--- src/rtl/systolic_pkg.sv ---
// Shared definitions for the systolic array sequencer.
//   state_t          : sequencer states IDLE -> CLEAR -> FEED -> DRAIN -> DONE
//   DEF_ARRAY_SIZE   : default array dimension N
//   DEF_DATA_WIDTH   : default element width
//   lane_lo()        : low bit index of lane/element k in a packed N*DW vector
package systolic_pkg;

  localparam int DEF_ARRAY_SIZE = 4;
  localparam int DEF_DATA_WIDTH = 4;

  typedef enum logic [2:0] {
    IDLE,
    CLEAR,
    FEED,
    DRAIN,
    DONE
  } state_t;

  function automatic int lane_lo(input int lane, input int dw);
    return lane * dw;
  endfunction

endpackage

--- src/rtl/systolic_ctrl_if.sv ---
// Host load bus for the systolic sequencer.
//   valid : host load request
//   ready : load accepted when valid & ready
//   sel   : 0 = A buffer row, 1 = B buffer column
//   idx   : row (A) or column (B) index
//   data  : N elements, element k at bits [k*DW +: DW]
// master = host side, slave = sequencer side.
interface systolic_ctrl_if
  import systolic_pkg::*;
#(
  parameter int N  = DEF_ARRAY_SIZE,
  parameter int DW = DEF_DATA_WIDTH
);
  localparam int IW = (N > 1) ? $clog2(N) : 1;

  logic          valid;
  logic          ready;
  logic          sel;
  logic [IW-1:0] idx;
  logic [N*DW-1:0] data;

  modport master (output valid, output sel, output idx, output data, input ready);
  modport slave  (input valid, input sel, input idx, input data, output ready);
endinterface

--- src/rtl/skew_feeder.sv ---
// One N x N operand buffer plus the diagonal skew read-out.
// Vector v (row of A, or column of B) is written whole through the load port.
// Read-out is registered: when rd_en is high at a clock edge, lane i of
// 'lanes' becomes element (rd_t - i) of vector i, or 0 when that index falls
// outside 0..N-1; when rd_en is low the lanes clear to 0.
//   clk, reset        : clock, asynchronous active-low reset (clears buffer)
//   wr_en/wr_idx/wr_data : vector write
//   rd_en, rd_t       : skew beat to present on the next cycle
//   lanes             : registered N-lane skewed output
module skew_feeder
  import systolic_pkg::*;
#(
  parameter int N  = DEF_ARRAY_SIZE,
  parameter int DW = DEF_DATA_WIDTH,
  parameter int IW = 2,
  parameter int TW = 3
) (
  input  logic            clk,
  input  logic            reset,
  input  logic            wr_en,
  input  logic [IW-1:0]   wr_idx,
  input  logic [N*DW-1:0] wr_data,
  input  logic            rd_en,
  input  logic [TW-1:0]   rd_t,
  output logic [N*DW-1:0] lanes
);

  logic [N*DW-1:0] rows [N];
  logic [N*DW-1:0] lanes_reg;
  logic [N*DW-1:0] lanes_next;

  genvar gi;
  generate
    for (gi = 0; gi < N; gi++) begin : g_row
      logic [N*DW-1:0] row_reg;

      always_ff @(posedge clk or negedge reset) begin
        if (!reset) begin
          row_reg <= '0;
        end else if (wr_en && (wr_idx == IW'(gi))) begin
          row_reg <= wr_data;
        end
      end

      assign rows[gi] = row_reg;
    end
  endgenerate

  // Lane i lags lane i-1 by one beat, which produces the diagonal wavefront.
  always_comb begin
    int k;
    lanes_next = '0;
    k = 0;
    for (int i = 0; i < N; i++) begin
      k = int'(rd_t) - i;
      if (rd_en && (k >= 0) && (k < N)) begin
        lanes_next[lane_lo(i, DW) +: DW] = rows[i][lane_lo(k, DW) +: DW];
      end
    end
  end

  always_ff @(posedge clk or negedge reset) begin
    if (!reset) begin
      lanes_reg <= '0;
    end else begin
      lanes_reg <= lanes_next;
    end
  end

  assign lanes = lanes_reg;

endmodule

--- src/rtl/systolic_ctrl.sv ---
// Sequencer for an N x N systolic array.
// Buffers A (rows) and B (columns) from the host, and on start clears the
// array for one cycle, feeds the skewed wavefront for 2N-1 beats, waits
// DRAIN_CYCLES, snapshots arr_out_bot into result and pulses done.
//   clk, reset   : clock, asynchronous active-low reset
//   ld           : host load bus (slave side), accepted only in IDLE
//   start, abort : run control (abort wins over start, no effect in IDLE)
//   busy, done   : status; done is a one-cycle pulse with result valid
//   result       : out_bot snapshot, held until the next done
//   arr_reset    : active-high clear to the array
//   arr_in_left  : lane i -> array row i
//   arr_in_top   : lane j -> array column j
//   arr_out_bot  : array bottom output
module systolic_ctrl
  import systolic_pkg::*;
#(
  parameter int ARRAY_SIZE   = DEF_ARRAY_SIZE,
  parameter int DATA_WIDTH   = DEF_DATA_WIDTH,
  parameter int DRAIN_CYCLES = 8
) (
  input  logic                           clk,
  input  logic                           reset,
  systolic_ctrl_if.slave                 ld,
  input  logic                           start,
  input  logic                           abort,
  output logic                           busy,
  output logic                           done,
  output logic [ARRAY_SIZE*DATA_WIDTH-1:0] result,
  output logic                           arr_reset,
  output logic [ARRAY_SIZE*DATA_WIDTH-1:0] arr_in_left,
  output logic [ARRAY_SIZE*DATA_WIDTH-1:0] arr_in_top,
  input  logic [ARRAY_SIZE*DATA_WIDTH-1:0] arr_out_bot
);

  localparam int N   = ARRAY_SIZE;
  localparam int DW  = DATA_WIDTH;
  localparam int IW  = (N > 1) ? $clog2(N) : 1;
  localparam int TW  = $clog2(2 * N);
  localparam int DCW = $clog2(DRAIN_CYCLES + 1);
  localparam logic [TW-1:0]  T_LAST = TW'(2 * N - 2);
  localparam logic [DCW-1:0] D_LAST = DCW'(DRAIN_CYCLES - 1);

  state_t           state_reg, state_next;
  logic [TW-1:0]    t_reg, t_next;
  logic [DCW-1:0]   drain_reg, drain_next;
  logic             arr_reset_reg, arr_reset_next;
  logic [N*DW-1:0]  result_reg;
  logic             abort_run;
  logic             load_fire;
  logic             capture;

  assign abort_run = abort && (state_reg != IDLE);
  assign load_fire = ld.valid && ld.ready;
  // Snapshot on the final drain cycle unless that same cycle is aborted.
  assign capture   = (state_reg == DRAIN) && (drain_reg == D_LAST) && !abort;

  always_ff @(posedge clk or negedge reset) begin
    if (!reset) begin
      state_reg     <= IDLE;
      t_reg         <= '0;
      drain_reg     <= '0;
      arr_reset_reg <= 1'b1;
      result_reg    <= '0;
    end else begin
      state_reg     <= state_next;
      t_reg         <= t_next;
      drain_reg     <= drain_next;
      arr_reset_reg <= arr_reset_next;
      if (capture) begin
        result_reg <= arr_out_bot;
      end
    end
  end

  always_comb begin
    state_next = state_reg;
    t_next     = t_reg;
    drain_next = drain_reg;
    case (state_reg)
      IDLE: begin
        if (start && !abort) begin
          state_next = CLEAR;
        end
      end
      CLEAR: begin
        state_next = FEED;
        t_next     = '0;
      end
      FEED: begin
        if (t_reg == T_LAST) begin
          state_next = DRAIN;
          drain_next = '0;
        end else begin
          t_next = t_reg + TW'(1);
        end
      end
      DRAIN: begin
        if (drain_reg == D_LAST) begin
          state_next = DONE;
        end else begin
          drain_next = drain_reg + DCW'(1);
        end
      end
      DONE: begin
        state_next = IDLE;
      end
      default: begin
        state_next = IDLE;
      end
    endcase
    if (abort_run) begin
      state_next = IDLE;
    end
    // Array clear is registered so it is already high while in CLEAR and on
    // the first IDLE cycle after an abort.
    arr_reset_next = (state_next == CLEAR) || abort_run;
  end

  // The feeders register their lanes, so they are steered by the next beat.
  skew_feeder #(.N(N), .DW(DW), .IW(IW), .TW(TW)) u_feed_a (
    .clk     (clk),
    .reset   (reset),
    .wr_en   (load_fire && !ld.sel),
    .wr_idx  (ld.idx),
    .wr_data (ld.data),
    .rd_en   (state_next == FEED),
    .rd_t    (t_next),
    .lanes   (arr_in_left)
  );

  skew_feeder #(.N(N), .DW(DW), .IW(IW), .TW(TW)) u_feed_b (
    .clk     (clk),
    .reset   (reset),
    .wr_en   (load_fire && ld.sel),
    .wr_idx  (ld.idx),
    .wr_data (ld.data),
    .rd_en   (state_next == FEED),
    .rd_t    (t_next),
    .lanes   (arr_in_top)
  );

  assign ld.ready  = (state_reg == IDLE);
  assign busy      = (state_reg != IDLE);
  assign done      = (state_reg == DONE);
  assign result    = result_reg;
  assign arr_reset = arr_reset_reg;

endmodule
--- src/flat_wrapper.sv ---
// flat-port wrapper written by rule: the top's interface ports become plain ports
module systolic_ctrl_flat import systolic_pkg::*;
#(
  parameter int ARRAY_SIZE   = DEF_ARRAY_SIZE,
  parameter int DATA_WIDTH   = DEF_DATA_WIDTH,
  parameter int DRAIN_CYCLES = 8
)
  (clk, reset, start, abort, busy, done, result, arr_reset, arr_in_left, arr_in_top, arr_out_bot, ld_valid, ld_sel, ld_idx, ld_data, ld_ready);
  systolic_ctrl_if ld_i ();
  input  logic clk;
  input  logic reset;
  input  logic start;
  input  logic abort;
  output logic busy;
  output logic done;
  output logic [ARRAY_SIZE*DATA_WIDTH-1:0] result;
  output logic arr_reset;
  output logic [ARRAY_SIZE*DATA_WIDTH-1:0] arr_in_left;
  output logic [ARRAY_SIZE*DATA_WIDTH-1:0] arr_in_top;
  input  logic [ARRAY_SIZE*DATA_WIDTH-1:0] arr_out_bot;
  input wire logic [$bits(ld_i.valid)-1:0] ld_valid;
  input wire logic [$bits(ld_i.sel)-1:0] ld_sel;
  input wire logic [$bits(ld_i.idx)-1:0] ld_idx;
  input wire logic [$bits(ld_i.data)-1:0] ld_data;
  output wire logic [$bits(ld_i.ready)-1:0] ld_ready;
  assign ld_i.valid = ld_valid;
  assign ld_i.sel = ld_sel;
  assign ld_i.idx = ld_idx;
  assign ld_i.data = ld_data;
  assign ld_ready = ld_i.ready;
  systolic_ctrl #(.ARRAY_SIZE(ARRAY_SIZE), .DATA_WIDTH(DATA_WIDTH), .DRAIN_CYCLES(DRAIN_CYCLES)) u_core (.clk(clk), .reset(reset), .ld(ld_i), .start(start), .abort(abort), .busy(busy), .done(done), .result(result), .arr_reset(arr_reset), .arr_in_left(arr_in_left), .arr_in_top(arr_in_top), .arr_out_bot(arr_out_bot));
endmodule
--- config.mk ---
export PLATFORM = sky130hd
export DESIGN_NAME = systolic_ctrl_flat
export DESIGN_NICKNAME = d
export VERILOG_FILES = /design/src/rtl/systolic_pkg.sv /design/src/rtl/systolic_ctrl_if.sv /design/src/rtl/skew_feeder.sv /design/src/rtl/systolic_ctrl.sv /design/src/flat_wrapper.sv
export SDC_FILE = /design/constraint.sdc
export NUM_CORES = 1
export LEC_CHECK = 0
export BUFFER_PORTS_ARGS = -buffer_cell sky130_fd_sc_hd__buf_2
export CAP_MARGIN = 20
export CORE_MARGIN = 1
export CORE_UTILIZATION = 40
export CTS_CLUSTER_DIAMETER = 40
export DETAILED_ROUTE_END_ITERATION = 16
export PLACE_DENSITY = 0.56
export SETUP_SLACK_MARGIN = 0.15
export SLEW_MARGIN = 20
export SYNTH_ARGS = -nofsm -noshare
export SYNTH_HDL_FRONTEND = slang
export SYNTH_SLANG_ARGS = --single-unit
export TNS_END_PERCENT = 50
--- constraint.sdc ---
create_clock -name clk -period 6.6 [get_ports clk]
set_clock_uncertainty 0.2 [all_clocks]
set_input_delay 0.66 -clock clk [delete_from_list [all_inputs] [get_ports clk]]
set_output_delay 0.66 -clock clk [all_outputs]
set_load 0.02 [all_outputs]
==> summary.txt <==
Timing
  – Min cycle time layout: ~3.8 ns
  – Final hold vios: 0
  – Final setup fails: 0
  – Setup TNS: 0 ns
  – RSZ-0062 raised after global routing: no
  – Period utilization: 57.25%
  – Worst rel slew slack: about a third
  – Highest Clock Rate: roughly 260 MHz
  – Slew of the pin with the lowest slew margin: just under 1 ns
  – WHS: 0.1431 ns
  – Pins over their slew limit: 0

Synthesis
  – Gate Count Post-Synth: ~560
  – Distinct cell type count after synthesis: 48
  – Top cell type's share of synthesized area: 58.65%
  – Synth warn: 0
  – Largest cells by area after synthesis: dfrtp_1 59%, mux2_2 18%, mux4_2 4.5%
  – Register area share after synthesis: between 50% and 60%
  – Synthesized cell area: ~7900 µm²
  – Synthesized Nets: slightly above 600
  – Synth Flop Type: dfrtp_1
  – Post-synth EDFFs: 0
  – Yosys top cell by area: dfrtp_1
  – Async SR Flop Fraction: 100.0%
  – #FFs+latches synth: about 190
  – Avg Cell Area, Syn: 14.22 µm²

Placement
  – Gpl congestion: about 0.73
  – # port buffers: 91
  – DP HPWL: 11,340 µm
  – Placed Instances: 895

Clocking
  – Clk slew on worst S/H paths: roughly 0.070 ns
  – H-tree depth: 4
  – CTS buffer count: 17
  – Clk sink count: about 190
  – Post-CTS Setup Bufs: 0
  – Clock Tree Root: clkbuf_16
  – CTS tree: built
  – Worst-Skew Late Latency: around 0.42 ns
  – Clock buffer depth: 2
  – CTS Hold Buffers Added: 0
  – CTS resizes: 0

Job
  – Max Cap Viol: 0

Route
  – Antenna violation net count after detailed routing: 0
  – Post-route DRC: 2
  – Routed WL: between 15,000 and 20,000 µm
  – Vias after detailed routing: 4,774
  – Routed len/inst: ~19 µm
  – First-pass DRT Iterations: 10
  – Initial DRC count: between 200 and 300
  – Vias/cell: a little over 5

Global route
  – First-pass GRT wire length: ~28,000 µm
  – Initial antenna violation count: 0
  – GR Overflow Total: 0
  – Vias in the first global route: 5,138
  – All-Layer GR Usage: between 10% and 20%
  – Largest net degree at the start of global routing: between 100 and 150

Layout
  – Final core occ: between 40% and 50%
  – Final non-filler cell total: 927
  – Area grow syn2layout: 16.82%
  – # diodes: 0
  – Nets@finish: about 700
  – Layout cells sized above 1: 43.20%

Worst hold path
  – Type of the worst min-delay path: primary input to async pin

Setup path
  – Max FO, Critical Path: 37
  – Crit path kind: flop to flop
  – Arr. time, crit path: a little under 4 ns
  – Family with the most delay on the worst path: adder cells
  – Cell breakdown of the critical path: or3b_4 -> o32a_1 -> nand2_2 -> buf_4 -> inv_1 -> ha_1 -> mux4_2 -> a21boi_1
  – Startpoint Class: flop
  – Slowest CP cell: ha_1
  – CP Capture Type: flop
  – Crit-path max cell delay: between 0.8 and 0.9 ns
  – Bufs and invs on worst path: 2
  – Crit path required time: about 6.7 ns

Die
  – Vert. Die Dim: around 140 µm
  – Area of the die: a little over 20,000 µm²
  – Io pins: a little over 90
  – Die X: roughly 140 µm
  – Site Rows: slightly above 50
  – Core box area: 19,460 µm²
  – Initial core utilization: 40.78%

Run status
  – Failing checks: design-rule violations
  – Status: finished, violations left

Pwr
  – Peak supply drop: about 190 µV
  – Power density over the cells: about 360 nW/µm²
  – LEAKAGE: between 4 and 5 nW
==> worst register-to-register path: stages, from the launching register on <==
cell and delay (ns):
dfrtp_1 0.47, or3b_4 0.46, o32a_1 0.36, nand2_2 0.06, buf_4 0.51, inv_1 0.19
ha_1 0.84, mux4_2 0.41, a21boi_1 0.14
==> logic make-up (layout without fill, tap and decap cells) <==
kind of cell | after synthesis | in the layout | share of synthesized area (%)
XOR/XNOR | 2 | 2 | 0.2208
flip-flops | 187 | 187 | 58.98
buffers and inverters | 33 | 137 | 1.860
adder cells (fa/ha/maj) | 9 | 9 | 1.419
AND/OR/NAND/NOR | 111 | 111 | 6.969
AO/OA/AOI/OAI | 38 | 38 | 3.531
multiplexers | 178 | 178 | 27.02
==> final timing paths <==
kind | start | to | slack [ns] | cells past startpoint
max | u_core.state_reg[0] | u_core.u_feed_b.lanes[12] | 2.82 | 8
min | reset | u_core.u_feed_b.g_row[3].row_reg[5] | 0.14 | 1
max reg2reg | u_core.state_reg[0] | u_core.u_feed_b.lanes[12] | 2.82 | 8
min reg2reg | u_core.result[12] | u_core.result[12] | 0.27 | 2
max in group asynchronous | reset | u_core.u_feed_a.g_row[2].row_reg[15] | 4.54 | 2
min in group clk | arr_out_bot[13] | u_core.result[13] | 0.22 | 3
==> metrics by stage <==
step | power (W) | cell area (µm²) | worst slack, ns
3_3_place_gp | 0.002323 | 8666 | 2.856
3_5_place_dp | 0.002368 | 8666 | 2.791
2_1_floorplan | 0.002150 | 7936 | 3.088
5_1_grt | 0.003574 | 9271 | 2.597
4_1_cts | 0.003423 | 9271 | 2.773
6_report | 0.003379 | 9271 | 2.821
==> Yosys cell counts, types with 2 or more instances <==
cell,instances
a21boi_1,8
a21o_1,2
and2_1,10
and3_1,2
buf_1,2
buf_2,10
clkbuf_1,12
dfrtp_1,186
ha_1,9
inv_1,5
mux2_2,130
mux2i_1,32
mux4_2,16
nand2_1,58
nand2b_1,2
nand3_1,6
nand3b_1,4
nor2_1,10
nor3_1,2
nor3b_2,2
o21ai_0,3
o22ai_1,18
or3_1,3
xnor2_1,2
==> cell type report <==
class / count / area, µm²
Fill cell: 1747 / 10190
Sequential cell: 187 / 4681
Multi-Input combinational cell: 338 / 3110
Timing Repair Buffer: 98 / 516.7
Clock buffer: 20 / 446.7
Tap cell: 265 / 331.6
Clock inverter: 12 / 158.9
Inverter: 7 / 26.28
==> routing by layer <==
| layer | routed length (µm) | global-route usage, % |
|---|---|---|
| met1 | 7581 | 23.61 |
| met2 | 9147 | 32.97 |
| met3 | 521 | 4.125 |
| met4 | 321 | 6.338 |
| met5 | 0 | 0 |
==> power breakdown <==
part / switching (W) / internal, W / leakage (nW)
clock network: 0.000433 / 0.000611 / 0.292
logic: 0.000344 / 0.000448 / 1.67
registers: 0.000136 / 0.00141 / 2.36
==> layout by cell type, fill, tap and decap left out, drive strengths merged, types with 10 or more instances in the layout <==
master  synthesis  routed
and2           10      10
buf            14      97
clkbuf         12      21
dfrtp         186     186
inv             6      11
mux2          130     130
mux2i          32      32
mux4           16      16
nand2          59      59
nor2           11      11
o22ai          18      18
Note: power is estimated with default switching activity, not from simulation.
